[src/rtl/pipe_hazard_ctrl_pkg.sv]
// Shared types for the pipeline hazard sequencer: PC source select and counter width default.
package pipe_hazard_ctrl_pkg;
  localparam int HAZ_CNT_W = 32;

  typedef enum logic [1:0] {
    PC4    = 2'd0,
    BRANCH = 2'd1,
    JUMP   = 2'd2
  } pcsel_t;
endpackage

[src/rtl/pipe_hazard_ctrl_if.sv]
// Hazard inputs from the datapath and latch/PC controls back to it; master = datapath, slave = sequencer.
interface pipe_hazard_ctrl_if import pipe_hazard_ctrl_pkg::*; #(parameter int CNT_W = HAZ_CNT_W);
  logic             ihit, dhit, mem_dREN, mem_dWEN;
  logic             ex_dREN, ex_regWr, id_uses_rt, id_jump;
  logic             ex_branch, ex_bne, ex_equal, wb_halt;
  logic [4:0]       ex_regDst, id_rs, id_rt;
  logic             pc_en;
  pcsel_t           pc_sel;
  logic             ifid_en, idex_en, exmem_en, memwb_en;
  logic             ifid_flush, idex_flush, exmem_flush;
  logic             halt;
  logic [CNT_W-1:0] stall_cnt, flush_cnt;

  modport master (
    output ihit, dhit, mem_dREN, mem_dWEN, ex_dREN, ex_regWr, ex_regDst,
           id_rs, id_rt, id_uses_rt, id_jump, ex_branch, ex_bne, ex_equal, wb_halt,
    input  pc_en, pc_sel, ifid_en, idex_en, exmem_en, memwb_en,
           ifid_flush, idex_flush, exmem_flush, halt, stall_cnt, flush_cnt
  );

  modport slave (
    input  ihit, dhit, mem_dREN, mem_dWEN, ex_dREN, ex_regWr, ex_regDst,
           id_rs, id_rt, id_uses_rt, id_jump, ex_branch, ex_bne, ex_equal, wb_halt,
    output pc_en, pc_sel, ifid_en, idex_en, exmem_en, memwb_en,
           ifid_flush, idex_flush, exmem_flush, halt, stall_cnt, flush_cnt
  );
endinterface

[src/rtl/pipe_hazard_ctrl_sat_counter.sv]
// Saturating up-counter with synchronous clear; holds at all-ones instead of wrapping.
module sat_counter #(parameter int W = 32) (
  input  logic         i_clk,
  input  logic         i_rst,
  input  logic         i_inc,
  output logic [W-1:0] o_cnt
);
  logic [W-1:0] r_cnt;

  always_ff @(posedge i_clk) begin
    if (i_rst)
      r_cnt <= '0;
    else if (i_inc && (r_cnt != {W{1'b1}}))
      r_cnt <= r_cnt + {{(W-1){1'b0}}, 1'b1};
  end

  assign o_cnt = r_cnt;
endmodule

[src/rtl/pipe_hazard_ctrl.sv]
// Pipeline latch sequencer: combinational enables/flushes/PC select from hazards and state;
// state, halt and stall/flush counters are registered.
module pipe_hazard_ctrl import pipe_hazard_ctrl_pkg::*; #(parameter int CNT_W = HAZ_CNT_W) (
  input logic               CLK,
  input logic               RST,
  pipe_hazard_ctrl_if.slave bus
);
  typedef enum logic [1:0] {RUN, DWAIT, HALTED} statetype_t;

  statetype_t r_state, w_next;
  logic       r_halt;
  logic       w_mem_req, w_taken, w_lu, w_go, w_retire;
  logic       w_stall_inc, w_flush_inc, w_pc_en;
  pcsel_t     w_pc_sel;
  logic [3:0] w_en;  // {ifid, idex, exmem, memwb}
  logic [2:0] w_fl;  // {ifid, idex, exmem}
  logic [CNT_W-1:0] w_stall_cnt, w_flush_cnt;

  assign w_mem_req = bus.mem_dREN | bus.mem_dWEN;
  assign w_taken   = bus.ex_branch & (bus.ex_equal ^ bus.ex_bne);
  assign w_lu      = bus.ex_dREN & bus.ex_regWr & (bus.ex_regDst != 5'd0) &
                     ((bus.ex_regDst == bus.id_rs) | (bus.id_uses_rt & (bus.ex_regDst == bus.id_rt)));

  always_comb begin
    w_en = '0; w_fl = '0; w_pc_en = 1'b0; w_pc_sel = PC4;
    w_stall_inc = 1'b0; w_flush_inc = 1'b0; w_go = 1'b0; w_retire = 1'b0;
    w_next = r_state;
    if (RST) begin
      w_en = 4'hF; w_fl = 3'h7; w_next = RUN;
    end else begin
      case (r_state)
        RUN: begin
          if (w_mem_req && !bus.dhit) begin
            w_stall_inc = 1'b1; w_next = DWAIT;
          end else if (!bus.ihit) begin
            w_stall_inc = 1'b1; w_retire = w_mem_req;
          end else begin
            w_go = 1'b1;
          end
        end
        DWAIT: begin
          if (!bus.dhit) begin
            w_stall_inc = 1'b1;
          end else begin
            w_next = RUN;
            if (bus.ihit) w_go = 1'b1;
            else begin w_stall_inc = 1'b1; w_retire = 1'b1; end
          end
        end
        default: ;
      endcase
      // The finished access leaves MEM exactly once; EX/MEM takes a bubble so it is not replayed.
      if (w_retire) begin
        w_en = 4'b0011; w_fl = 3'b001;
      end
      if (w_go) begin
        w_en = 4'hF; w_pc_en = 1'b1;
        if (w_taken) begin
          w_pc_sel = BRANCH; w_fl = 3'b110; w_flush_inc = 1'b1;
        end else if (w_lu) begin
          w_pc_en = 1'b0; w_en[3] = 1'b0; w_fl = 3'b010; w_stall_inc = 1'b1;
        end else if (bus.id_jump) begin
          w_pc_sel = JUMP; w_fl = 3'b100; w_flush_inc = 1'b1;
        end
      end
      if (bus.wb_halt) w_next = HALTED;
    end
  end

  always_ff @(posedge CLK) begin
    if (RST) begin
      r_state <= RUN;
      r_halt  <= 1'b0;
    end else begin
      r_state <= w_next;
      if (bus.wb_halt) r_halt <= 1'b1;
    end
  end

  sat_counter #(.W(CNT_W)) u_stall_cnt (
    .i_clk(CLK), .i_rst(RST), .i_inc(w_stall_inc), .o_cnt(w_stall_cnt)
  );

  sat_counter #(.W(CNT_W)) u_flush_cnt (
    .i_clk(CLK), .i_rst(RST), .i_inc(w_flush_inc), .o_cnt(w_flush_cnt)
  );

  assign bus.pc_en       = w_pc_en;
  assign bus.pc_sel      = w_pc_sel;
  assign bus.ifid_en     = w_en[3];
  assign bus.idex_en     = w_en[2];
  assign bus.exmem_en    = w_en[1];
  assign bus.memwb_en    = w_en[0];
  assign bus.ifid_flush  = w_fl[2];
  assign bus.idex_flush  = w_fl[1];
  assign bus.exmem_flush = w_fl[0];
  assign bus.halt        = r_halt;
  assign bus.stall_cnt   = w_stall_cnt;
  assign bus.flush_cnt   = w_flush_cnt;
endmodule

[src/flat_wrapper.sv]
// flat-port wrapper written by rule: the top's interface ports become plain ports
module pipe_hazard_ctrl_flat import pipe_hazard_ctrl_pkg::*;
#(parameter int CNT_W = HAZ_CNT_W)
  (CLK, RST, bus_ihit, bus_dhit, bus_mem_dREN, bus_mem_dWEN, bus_ex_dREN, bus_ex_regWr, bus_ex_regDst, bus_id_rs, bus_id_rt, bus_id_uses_rt, bus_id_jump, bus_ex_branch, bus_ex_bne, bus_ex_equal, bus_wb_halt, bus_pc_en, bus_pc_sel, bus_ifid_en, bus_idex_en, bus_exmem_en, bus_memwb_en, bus_ifid_flush, bus_idex_flush, bus_exmem_flush, bus_halt, bus_stall_cnt, bus_flush_cnt);
  pipe_hazard_ctrl_if #(.CNT_W(CNT_W)) bus_i ();
  input logic CLK;
  input logic RST;
  input wire logic [$bits(bus_i.ihit)-1:0] bus_ihit;
  input wire logic [$bits(bus_i.dhit)-1:0] bus_dhit;
  input wire logic [$bits(bus_i.mem_dREN)-1:0] bus_mem_dREN;
  input wire logic [$bits(bus_i.mem_dWEN)-1:0] bus_mem_dWEN;
  input wire logic [$bits(bus_i.ex_dREN)-1:0] bus_ex_dREN;
  input wire logic [$bits(bus_i.ex_regWr)-1:0] bus_ex_regWr;
  input wire logic [$bits(bus_i.ex_regDst)-1:0] bus_ex_regDst;
  input wire logic [$bits(bus_i.id_rs)-1:0] bus_id_rs;
  input wire logic [$bits(bus_i.id_rt)-1:0] bus_id_rt;
  input wire logic [$bits(bus_i.id_uses_rt)-1:0] bus_id_uses_rt;
  input wire logic [$bits(bus_i.id_jump)-1:0] bus_id_jump;
  input wire logic [$bits(bus_i.ex_branch)-1:0] bus_ex_branch;
  input wire logic [$bits(bus_i.ex_bne)-1:0] bus_ex_bne;
  input wire logic [$bits(bus_i.ex_equal)-1:0] bus_ex_equal;
  input wire logic [$bits(bus_i.wb_halt)-1:0] bus_wb_halt;
  output wire logic [$bits(bus_i.pc_en)-1:0] bus_pc_en;
  output wire logic [$bits(bus_i.pc_sel)-1:0] bus_pc_sel;
  output wire logic [$bits(bus_i.ifid_en)-1:0] bus_ifid_en;
  output wire logic [$bits(bus_i.idex_en)-1:0] bus_idex_en;
  output wire logic [$bits(bus_i.exmem_en)-1:0] bus_exmem_en;
  output wire logic [$bits(bus_i.memwb_en)-1:0] bus_memwb_en;
  output wire logic [$bits(bus_i.ifid_flush)-1:0] bus_ifid_flush;
  output wire logic [$bits(bus_i.idex_flush)-1:0] bus_idex_flush;
  output wire logic [$bits(bus_i.exmem_flush)-1:0] bus_exmem_flush;
  output wire logic [$bits(bus_i.halt)-1:0] bus_halt;
  output wire logic [$bits(bus_i.stall_cnt)-1:0] bus_stall_cnt;
  output wire logic [$bits(bus_i.flush_cnt)-1:0] bus_flush_cnt;
  assign bus_i.ihit = bus_ihit;
  assign bus_i.dhit = bus_dhit;
  assign bus_i.mem_dREN = bus_mem_dREN;
  assign bus_i.mem_dWEN = bus_mem_dWEN;
  assign bus_i.ex_dREN = bus_ex_dREN;
  assign bus_i.ex_regWr = bus_ex_regWr;
  assign bus_i.ex_regDst = bus_ex_regDst;
  assign bus_i.id_rs = bus_id_rs;
  assign bus_i.id_rt = bus_id_rt;
  assign bus_i.id_uses_rt = bus_id_uses_rt;
  assign bus_i.id_jump = bus_id_jump;
  assign bus_i.ex_branch = bus_ex_branch;
  assign bus_i.ex_bne = bus_ex_bne;
  assign bus_i.ex_equal = bus_ex_equal;
  assign bus_i.wb_halt = bus_wb_halt;
  assign bus_pc_en = bus_i.pc_en;
  assign bus_pc_sel = bus_i.pc_sel;
  assign bus_ifid_en = bus_i.ifid_en;
  assign bus_idex_en = bus_i.idex_en;
  assign bus_exmem_en = bus_i.exmem_en;
  assign bus_memwb_en = bus_i.memwb_en;
  assign bus_ifid_flush = bus_i.ifid_flush;
  assign bus_idex_flush = bus_i.idex_flush;
  assign bus_exmem_flush = bus_i.exmem_flush;
  assign bus_halt = bus_i.halt;
  assign bus_stall_cnt = bus_i.stall_cnt;
  assign bus_flush_cnt = bus_i.flush_cnt;
  pipe_hazard_ctrl #(.CNT_W(CNT_W)) u_core (.CLK(CLK), .RST(RST), .bus(bus_i));
endmodule
[config.mk]
export PLATFORM = sky130hd
export DESIGN_NAME = pipe_hazard_ctrl_flat
export DESIGN_NICKNAME = d
export VERILOG_FILES = /design/src/rtl/pipe_hazard_ctrl_pkg.sv /design/src/rtl/pipe_hazard_ctrl_if.sv /design/src/rtl/pipe_hazard_ctrl_sat_counter.sv /design/src/rtl/pipe_hazard_ctrl.sv /design/src/flat_wrapper.sv
export SDC_FILE = /design/constraint.sdc
export NUM_CORES = 1
export LEC_CHECK = 0
export CORE_MARGIN = 8
export CORE_UTILIZATION = 50
export DETAILED_ROUTE_END_ITERATION = 12
export PLACE_DENSITY_LB_ADDON = 0.2
export SYNTH_ARGS = -nofsm -noshare
export SYNTH_HDL_FRONTEND = slang
export SYNTH_SLANG_ARGS = --single-unit
[constraint.sdc]
create_clock -name CLK -period 5.6 [get_ports CLK]
set_clock_uncertainty 0.2 [all_clocks]
set_input_delay 1.12 -clock CLK [delete_from_list [all_inputs] [get_ports CLK]]
set_output_delay 1.12 -clock CLK [all_outputs]
set_load 0.05 [all_outputs]
* Word level (Yosys, flattened, before mapping)
Cells that the tools add are included.
** Cells by class
- Add/sub/neg operators :: 2
- Eq/ne operators :: 9
- Reduce and logical (&&, ||, !) cells :: 11
- Bitwise logic cells :: 8
- Muxes and demuxes :: 45
** Operators by type and width (count)
- adder 32 x 1 -> 32 bit, second input constant :: 2
- inequality test 32 bit, second input constant :: 2
- 2-to-1 mux 1 bit :: 25
- 2-to-1 mux 2 bit :: 9
- 2-to-1 mux 3 bit :: 5
- equality test 5 bit :: 2
- 2-to-1 mux 4 bit :: 2
- one-hot mux 1 bit (2 select lines) :: 3
- AND reduction 3 bit :: 2
- bitwise AND 1 bit :: 5
- nonzero test 5 bit :: 1
- one-hot mux 2 bit (2 select lines) :: 1
- logical AND 1 bit :: 3
- inequality test 3 x 2 -> 1 bit, second input constant :: 1
- inequality test 3 bit, second input constant :: 1
- nonzero test 3 bit :: 1
- equality test 2 x 1 -> 1 bit, second input constant :: 1
- zero test 2 bit :: 1
- inequality test 2 x 1 -> 1 bit, second input constant :: 1
- inequality test 2 bit, second input constant :: 1
- OR 1 bit :: 2
- nonzero test 2 bit :: 1
- OR reduction 2 bit :: 1
- zero test 1 bit :: 1
- XOR 1 bit :: 1
** Storage, ports and cells
- Flip-flop bits (word level) :: 67
- Logic and storage cells :: 80
- Output and inout port bits :: 75
- Input port bits :: 29

* Longest topological paths before layout
Gate-level depths: netlist (run 1).
- Depth in word-level cells :: 11
- Depth in mapped cells :: 8
- Gate-level depth less buffers :: 7

* Modules after synthesis
A second synthesis (run 1) with hierarchy kept.
** Unflattened totals
- Cells, all modules :: 455
- Area total of the unflattened synthesis :: 3771.1 um^2
** By module, submodules not included
- sat_counter (u_core.u_flush_cnt) :: instances 1, area each 1674.1 um^2, seq. area each 640.6 um^2, cells each 199
- sat_counter (u_core.u_stall_cnt) :: instances 1, area each 1670.4 um^2, seq. area each 640.6 um^2, cells each 195
- pipe_hazard_ctrl :: instances 1, area each 426.7 um^2, seq. area each 60.1 um^2, cells each 61

* Worst setup path after synthesis (run 1)
No wires, ideal clock.
- Kind :: input to output
- From :: in bus_mem_dWEN
- To :: out bus_ifid_en
- Cell stages on the path :: 6
- Data required time :: 4.280 ns
- Slack :: 0.993 ns
- Path buffers :: 2
- Arrival time :: 3.287 ns
- Cell sequence :: nor3_1 o211ai_1 nand2_1 a21boi_1 clkbuf_1 clkbuf_1
** Between the ends
- Word-level cells in the longest chain between the ends :: 7
** Ends and longest elaborated chain
- from (decl) :: RTL line flat_wrapper.sv:11 : input wire logic [$bits(bus_i.mem_dWEN)-1:0] bus_mem_dWEN;
- OR 1 bit :: RTL line pipe_hazard_ctrl.sv:19 : assign w_mem_req = bus.mem_dREN | bus.mem_dWEN;
- logical AND 1 bit :: RTL line pipe_hazard_ctrl.sv:33 : if (w_mem_req && !bus.dhit) begin
- 2-to-1 mux 1 bit :: RTL line pipe_hazard_ctrl.sv:33
- one-hot mux 1 bit (2 select lines) :: RTL line pipe_hazard_ctrl.sv:31 : case (r_state)
- 2-to-1 mux 1 bit :: RTL line pipe_hazard_ctrl.sv:28 : if (RST) begin
- 2-to-1 mux 4 bit :: RTL line pipe_hazard_ctrl.sv:56 : if (w_go) begin
- 2-to-1 mux 4 bit :: RTL line pipe_hazard_ctrl.sv:28
- to (decl) :: RTL line flat_wrapper.sv:25 : output wire logic [$bits(bus_i.ifid_en)-1:0] bus_ifid_en;
Every way passes these cells. The select of a mux whose other input is x is not followed.

* Final worst setup path (run 1)
- From :: in bus_ex_regDst[3]
- To :: out bus_idex_flush
** Between the ends
- Word-level cells in the longest chain between the ends :: 8
- Elaborated cells between the ends (all ways) :: 11
- Classes of those cells :: 2 x eq/ne; 4 x mux; 4 x bitwise; 1 x reduce/logical
** Ends and longest elaborated chain
- from (decl) :: RTL line flat_wrapper.sv:14 : input wire logic [$bits(bus_i.ex_regDst)-1:0] bus_ex_regDst;
- equality test 5 bit :: RTL line pipe_hazard_ctrl.sv:22 : ((bus.ex_regDst == bus.id_rs) | (bus.id_uses_rt & (bus.ex_regDst == bus.id_rt)));
- bitwise AND 1 bit :: RTL line pipe_hazard_ctrl.sv:22
- OR 1 bit :: RTL line pipe_hazard_ctrl.sv:22
- bitwise AND 1 bit * :: RTL line pipe_hazard_ctrl.sv:21 : assign w_lu = bus.ex_dREN & bus.ex_regWr & (bus.ex_regDst != 5'd0) &
- 2-to-1 mux 3 bit * :: RTL line pipe_hazard_ctrl.sv:60 : end else if (w_lu) begin
- 2-to-1 mux 3 bit * :: RTL line pipe_hazard_ctrl.sv:58 : if (w_taken) begin
- 2-to-1 mux 3 bit * :: RTL line pipe_hazard_ctrl.sv:56
- 2-to-1 mux 3 bit * :: RTL line pipe_hazard_ctrl.sv:28
- to (decl) :: RTL line flat_wrapper.sv:30 : output wire logic [$bits(bus_i.idex_flush)-1:0] bus_idex_flush;
Every way passes the cells marked *; elsewhere a longest branch is shown, timed or not.

==> impl_results.md, run 1 <==
- Average size of a mapped cell: 8.011 sq um
- Total gr overflow: 0
- Share of the synthesized area in the top cell type: 36.47%
- CP max-delay cell: clkdlybuf4s50_1
- Core footprint: 7176 sq um
- Clock power frac: 39.1%
- CTS tree: done
- RSZ-0062 raised after global routing: false
- Largest net degree at the start of global routing: 60
- Drt via density: 6.102
- Leakage power: 0.001476 uW
- Int Pwr: between 700 and 800 uW
- Max Fclk: 201.2 MHz
- Final hold vios: 0
- Critical Path Max Stage Delay: between 800 and 900 ps
- Register area share after synthesis: 36.47%
- Setup crit start: bus_ex_regDst[3]
- Setup tns final: 0 ps
- Port bufs: 103
- Clock latency on the worst-skew pair: approximately 340 ps
- M2 GR Usage: 31.04%
- Worst-margin pin slew: 991.6 ps
- Crit Path Category: primary input to primary output
- FF+latch count, synth: 67
- P_sw: 250.5 uW
- CP Data Arrival Time: around 3700 ps
- HPWL Detailed: 7.241 mm
- Crit path time final: 4970 ps
- Met3 GRT Util: 6.942%
- Row cnt: 31
- Synth unique cells: 44
- Endpoints failing setup: 0
- Synth area leaders: dfxtp_1 (36%), a21oi_1 (6.7%), nand4_1 (6.3%)
- Sw frac: 25.38%
- Final worst path period share: 88.76%
- Post-synth EDFFs: 0
- Min-Delay Path Class: flop to flop
- GRT Resource Usage Total: 19.70%
- Routability Congestion: approximately 0.8
- Cells after synthesis: about 460
- Yosys top cell by area: dfxtp_1
- Ports: 104
- Die Area: between 10,000 and 15,000 sq um
- Inserted Diodes: 0
- Worst R2R Start: u_core.u_stall_cnt.o_cnt[0]
- Final Max Slew Viols: 0
- Crit-path max FO: 4
- Placed insts: 633
- Netlist area before placement: around 3700 sq um
- Initial DRC Count: roughly 270
- Crit-path cells: clkdlybuf4s50_1, xnor2_1, nand3_1, o22ai_1, nand2b_1, nor2b_1, o21ai_0, clkdlybuf4s50_1
- Post-Layout Cell Count: between 600 and 700
- Power Density: slightly above 200 nW/um^2
- Max VDD drop: 0.1115 mV
- Vias in the first global route: 3,607
- Die W: 101.8 um
- Worst r2r dst: u_core.u_stall_cnt.o_cnt[29]
- Area grow syn2layout: 33.51%
- Status: finished clean
- Worst reg2reg setup slack: 2450 ps
- Hold-fix buffers, CTS: 0
- Sink Count: 67
- Data required time of the critical path: 4280 ps
- Max-cap viol count: 0
- Height of the die: 101.8 um
- Clk slew on worst S/H paths: roughly 70 ps
- Fraction of layout cells with a size suffix above 1: 5.109%
- Async SR Flop Fraction: 0%
- Post-cts repair resize count: 0
- Post-synth top flop: dfxtp_1
- Via count: 3,948
- Max H-tree Level: 3
- CTS max path bufs: 2
- Cell family with most CP delay: buffers and inverters
- Drt wl/cell: 15.80 um
- Logic pwr share: about an eighth
- Routed Antenna Nets: 0
- CP dominant cell by count: clkdlybuf4s50_1
- WP buf/inv: 2
- CP Depth: 8
- Most common cell in the synthesized netlist: dfxtp_1
- Cell count of the worst reg-to-reg path: 7
- Root Driver: clkbuf_8
- TritonCTS buffer count: 9
- Initial antenna violation count: 0
- Critical Path Start Type: primary input
- DRC: 0
- Yosys warns: 0
- Sequential power share: 49.0%
- Initial core utilization: 51.25%
- Setup bufs post-CTS: 0
- Rel. slew slack: approximately a third
- Drt pass-1 iters: 5
- Nets: 576
- Syn_nets: 490
- Post-Route WL: 10.22 mm
- Crit. End Element: primary output
- Most used routing layer: met2
- M1 GR Usage: 24.49%
- Synth cell count leaders: dfxtp_1 (67), a21oi_1 (49), nand4_1 (37)
- Crit path to: bus_idex_flush
- First-pass GRT wire length: 16.77 mm
-- worst register-to-register path, delay by kind of cell (launching register included) --
kind	cells	cell delay, ps
multiplexers	1	300
AO/OA/AOI/OAI	1	520
adder cells (fa/ha/maj)	1	270
AND/OR/NAND/NOR	4	1370
flip-flops	1	390
-- state kept, by name (all words and copies together) (netlist names) --
register,flops
u_core.bus.halt,1
u_core.r_state,2
u_core.u_flush_cnt.o_cnt,32
u_core.u_stall_cnt.o_cnt,32
-- cell type report --
cell class / count / area [sq um]
inverter: 9 / 33.78
sequential: 67 / 1341
clock buffer: 11 / 141.4
tap: 99 / 123.9
fill: 599 / 2266
multi-input combinational: 351 / 2173
timing repair buffer: 107 / 1056
clock inverter: 3 / 40.04
-- power by group through the flow --
stage / clock network (uW) / logic [uW] / registers (uW)
2_1_floorplan: 0 / 62.2 / 503
3_3_place_gp: 0 / 115 / 494
3_5_place_dp: 0 / 117 / 495
4_1_cts: 393 / 118 / 484
5_1_grt: 416 / 127 / 484
6_report: 386 / 117 / 484
-- stage by stage --
step                      power [uW]  area, sq um  setup slack, ps  util (%)  hold slack (ps)
after detailed placement       611.8         4728            630.3     65.89            261.2
after global placement         609.8         4728            690.1     65.89            245.7
after global routing            1027         4910            465.4     68.42            310.4
after floorplan                565.6         3677            993.5         -            295.5
final                          987.0         4910            629.6     68.42            283.3
after CTS                      994.0         4910            599.2     68.42            276.1
-- worst min path at each step --
stage	slack, ps	end	cells past startpoint	from
6_report	280	u_core.bus.halt	2	u_core.bus.halt
5_1_grt	310	u_core.bus.halt	2	u_core.bus.halt
4_1_cts	280	u_core.bus.halt	2	u_core.bus.halt
3_5_place_dp	260	u_core.bus.halt	2	u_core.bus.halt
3_3_place_gp	250	u_core.bus.halt	2	u_core.bus.halt
2_1_floorplan	300	u_core.r_state[1]	2	u_core.r_state[1]
-- kinds of logic (layout without fill, tap and decap cells) --
| kind of cell | count (synthesis) | count (layout) | share of synthesized area [%] |
|---|---|---|---|
| multiplexers | 9 | 9 | 2.654 |
| AO/OA/AOI/OAI | 122 | 122 | 20.24 |
| adder cells (fa/ha/maj) | 2 | 2 | 0.6804 |
| buffers and inverters | 41 | 130 | 4.729 |
| AND/OR/NAND/NOR | 207 | 207 | 32.60 |
| XOR/XNOR | 11 | 11 | 2.620 |
| flip-flops | 67 | 67 | 36.48 |
-- routing by layer --
layer,up-vias,wire (um)
met3,12,843
li1,1951,-
met5,-,0
met1,1868,4561
met2,117,4673
met4,0,143
-- cell usage in the layout, fill, tap and decap left out, types with 3 or more instances in the layout --
| master | netlist | routed |
|---|---|---|
| clkdlybuf4s50_1 | 0 | 102 |
| dfxtp_1 | 67 | 67 |
| a21oi_1 | 49 | 49 |
| nand4_1 | 37 | 37 |
| nand2_1 | 31 | 31 |
| or4_1 | 28 | 28 |
| o21ai_0 | 28 | 28 |
| or3_1 | 25 | 25 |
| o31ai_1 | 24 | 24 |
| nor2_1 | 22 | 22 |
| nand3_1 | 14 | 14 |
| xnor2_1 | 10 | 10 |
| and3_1 | 10 | 10 |
| clkbuf_8 | 0 | 10 |
| nor3_1 | 9 | 9 |
| inv_1 | 9 | 9 |
| nor2b_1 | 7 | 7 |
| mux2_2 | 6 | 6 |
| o311ai_0 | 5 | 5 |
| o41ai_1 | 5 | 5 |
| and2_1 | 4 | 4 |
| nor3b_1 | 4 | 4 |
| buf_4 | 1 | 4 |
| mux2i_1 | 3 | 3 |
| and4_1 | 3 | 3 |
| nor4_1 | 3 | 3 |
No activity file was read; power rests on OpenSTA's default activity.
==> run 2: changes to the inputs <==
SLEW_MARGIN = 20   (was unset)
==> results of run 2 <==
The final DEF is identical to that of run 1; final timing and power are the same.
==> run 3: changes to the inputs <==
HOLD_SLACK_MARGIN = 0.03   (was unset)
==> results of run 3 <==
The final DEF is identical to that of run 1; final timing and power are the same.
==> RTL edit 1, RTL diff (settings of run 2) <==
Make the reset (`RST` and `i_rst`) asynchronous in 2 clocked blocks.
--- a/src/rtl/pipe_hazard_ctrl_sat_counter.sv
+++ b/src/rtl/pipe_hazard_ctrl_sat_counter.sv
@@ -7,7 +7,7 @@
 );
   logic [W-1:0] r_cnt;
 
-  always_ff @(posedge i_clk) begin
+  always_ff @(posedge i_clk or posedge i_rst) begin
     if (i_rst)
       r_cnt <= '0;
     else if (i_inc && (r_cnt != {W{1'b1}}))
--- a/src/rtl/pipe_hazard_ctrl.sv
+++ b/src/rtl/pipe_hazard_ctrl.sv
@@ -67,7 +67,7 @@
     end
   end
 
-  always_ff @(posedge CLK) begin
+  always_ff @(posedge CLK or posedge RST) begin
     if (RST) begin
       r_state <= RUN;
       r_halt  <= 1'b0;
Behaviour: differs if RST is asserted again (counterexample within 4 cycles, from zero or initial values and one cycle with RST high); with RST held inactive, the same outputs for 10 cycles.
==> RTL edit 1 against run 2 <==
Worst setup slack gained 0.082 ns; routed wire length fell by 5.1%; sequential cell count unchanged; cell count shrank 12%; design area rose by 5.4%; global-route usage decreased by 0.31 points; synthesized area up 3.3%; critical path type unchanged.
Power is not compared: it rests on default switching activity, and its combinational part moved more than twofold at a synthesized area within 25%.
==> RTL edit 1: results (changes against run 2) <==
metric;value;unit;change
status;finished clean;;
r2r-end;u_core.u_stall_cnt.o_cnt[1];;
drtPass1Iterations;4;;-1
gp_congestion;0.859;;+6.8%
vias;3170;;-20%
synth_cell_type_count;40;;-9.1%
grt_pass1_wl;16300;um;-3.1%
timing.rr.start;u_core.u_stall_cnt.o_cnt[1];;
max_stage_delay;0.82;ns;-0.03 ns
holdWs;0.295;ns;+0.0114 ns
vias_per_cell;5.59;;-8.4%
arrival;3.57;ns;-0.08 ns
min_path_cells;1;;-1
grt_max_degree;38;;-37%
drive_gt1_share;16.2;%;+11 points
dp_cells;551;;-13%
ys_async_sr_fraction;100;%;+100 points
num-fill-cells;569;;-5.0%
fin_nets;494;;-14%
avgSynthCellArea;10.6;um2;+32%
pre_cts_slack;0.713;ns;+0.0830 ns
synthDominantCellAreaShare;44.1;%;+7.7 points
synth_seq_area_share;44.1;%;+7.7 points
synth_area_leaders;dfrtp_1 (44%), xor2_1 (15%), nor4_2 (11%);;
relSlewSlack;34.0;%;+0.37 points
grt_pass1_vias;3290;;-8.8%
drtIter0Drc;148;;-44%
syn-num-nets;389;;-21%
==> RTL edit 1: per-layer routing <==
| metal | GRT usage, % | share of wire, % |
|---|---|---|
| met2 | 30.2 | 47 |
| met4 | 7.90 | 1.9 |
| met3 | 6.75 | 7.9 |
| met5 | 0 | 0 |
| met1 | 23.9 | 43 |
==> RTL edit 1: cells by family (layout without fill, tap and decap cells) <==
logic type | Yosys count | in the layout | share of synthesized area, %
AO/OA/AOI/OAI | 11 | 11 | 2.34
flip-flops | 67 | 67 | 44.1
AND/OR/NAND/NOR | 177 | 177 | 31.8
XOR/XNOR | 71 | 71 | 16.4
multiplexers | 4 | 4 | 1.15
adder cells (fa/ha/maj) | 2 | 2 | 0.659
buffers and inverters | 26 | 136 | 3.52
==> RTL edit 1: per-stage QoR <==
stage	area [um2]	power (mW)
after detailed placement	4930	1.16
after global placement	4930	1.15
final	5170	1.64
after global routing	5170	1.71
after floorplan	3800	0.952
after CTS	5170	1.65
==> RTL edit 1: power breakdown <==
part           internal (mW)  leakage [nW]  switching [mW]
clock                  0.297         0.113           0.193
sequential             0.540         0.847          0.0852
combinational          0.178          1.17           0.345
==> RTL edit 1: area by class of cell <==
class | count | area share [%]
repair buffers | 109 | 21.1
inverters | 11 | 0.871
clock buffers | 10 | 2.47
multi-input cells | 265 | 38.6
flip-flops and latches | 67 | 32.4
well taps | 99 | 2.39
clock inverters | 6 | 2.20
==> RTL edit 2, RTL diff (settings of run 2) <==
Made on the original files. Change the package constant `HAZ_CNT_W` from 32 to 40.
--- a/src/rtl/pipe_hazard_ctrl_pkg.sv
+++ b/src/rtl/pipe_hazard_ctrl_pkg.sv
@@ -1,6 +1,6 @@
 // Shared types for the pipeline hazard sequencer: PC source select and counter width default.
 package pipe_hazard_ctrl_pkg;
-  localparam int HAZ_CNT_W = 32;
+  localparam int HAZ_CNT_W = 40;
 
   typedef enum logic [1:0] {
     PC4    = 2'd0,
Interface: changed (resized bus_flush_cnt and bus_stall_cnt); port bits go from 104 to 120. The function was not compared with the original's and may differ.
==> RTL edit 2 against run 2 <==
Non-clock buffer count increased by 16; synthesized cell count up 16%; synthesized area grew 17%; worst setup slack improved by 0.022 ns; via count up 8.1%; hold slack worse by 0.012 ns; sequential cell count up 16; routed wire length rose by 17%; design area increased by 16%; total power up 10%; count of clock-buffer cells in the layout unchanged; clock power down 2%; critical path type unchanged; largest cell class unchanged; largest power group unchanged.
==> RTL edit 2: results (changes against run 2) <==
metric;value;unit;change
vias;4266;;+8.1%
post_drt_wl_per_cell;15.8;um;about the same
max_stage_delay;0.83;ns;-0.02 ns
fin_nets;674;;+17%
layout.cells.non_filler;755;;+17%
synth_seq_area_share;38.7;%;+2.2 points
drtPass1Iterations;4;;-1
synth_area_leaders;dfxtp_1 (39%), xnor2_1 (11%), nor2_1 (6.8%);;
pre_cts_slack;0.652;ns;+0.0218 ns
synthMuxAreaShare;1.40;%;-1.3 points
grt.total_usage;19.9;%;+0.23 points
port_buffers;119;;+16%
vdd_drop_max;0.000101;V;-9.6%
syn-num-nets;562;;+15%
grt_max_degree;81;;+35%
gp_congestion;0.897;;+12%
synth-adder-area-share;0.583;%;-0.098 points
clk_latency;0.36;ns;+0.02 ns
synthTopCellsByCount;dfxtp_1 (83), nor2_1 (78), xnor2_1 (52);;
avgSynthCellArea;8.09;um2;+0.97%
grt_pass1_vias;4021;;+11%
status;finished clean;;
p_clk_share;34.9;%;-4.2 points
cp_max_fo;6;;+2
synthXorXnorAreaFrac;13.9;%;+11 points
place_hpwl;8550;um;+18%
p_leak;1.85;nW;+25%
sw_frac_of_total;26.9;%;+1.5 points
==> RTL edit 2: cell count changes after synthesis, sizes merged, moves of 20 or more <==
cell,before,now
a21oi,49,19
or4,28,3
nand3,14,34
xnor2,10,52
nor2,22,78
o31ai,24,3
==> RTL edit 2: final timing paths <==
| path | end | from | slack [ns] | depth (start not counted) |
|---|---|---|---|---|
| worst max-delay path | bus_idex_flush | bus_ex_regDst[2] | 0.65 | 7 |
| worst min-delay path | u_core.bus.halt | u_core.bus.halt | 0.27 | 2 |
| worst max register to register | u_core.u_flush_cnt.o_cnt[39] | u_core.u_flush_cnt.o_cnt[11] | 2.62 | 7 |
| worst min register to register | u_core.bus.halt | u_core.bus.halt | 0.27 | 2 |
==> RTL edit 2: layer usage <==
metal | track usage, % | vias to the layer above | routed length, um
met4 | 4.89 | 0 | 123
met2 | 32.7 | 160 | 5540
met3 | 5.61 | 11 | 974
met5 | 0 | - | 0
li1 | - | 2092 | -
met1 | 25.4 | 2003 | 5290
==> RTL edit 2: final cells by class <==
| class | count | area [um2] |
|---|---|---|
| multi-input cells | 414 | 2480 |
| well taps | 108 | 135 |
| inverters | 12 | 45.0 |
| repair buffers | 123 | 1230 |
| fillers | 726 | 2800 |
| flip-flops and latches | 83 | 1660 |
| clock inverters | 4 | 28.8 |
| clock buffers | 11 | 131 |
==> RTL edit 2: worst reg2reg max path: cells and delay by family (launching register included) <==
| kind | cells | cell delay, ns |
|---|---|---|
| flops | 1 | 0.45 |
| simple gates | 5 | 1.31 |
| xor+xnor | 1 | 0.19 |
| compound gates | 1 | 0.71 |
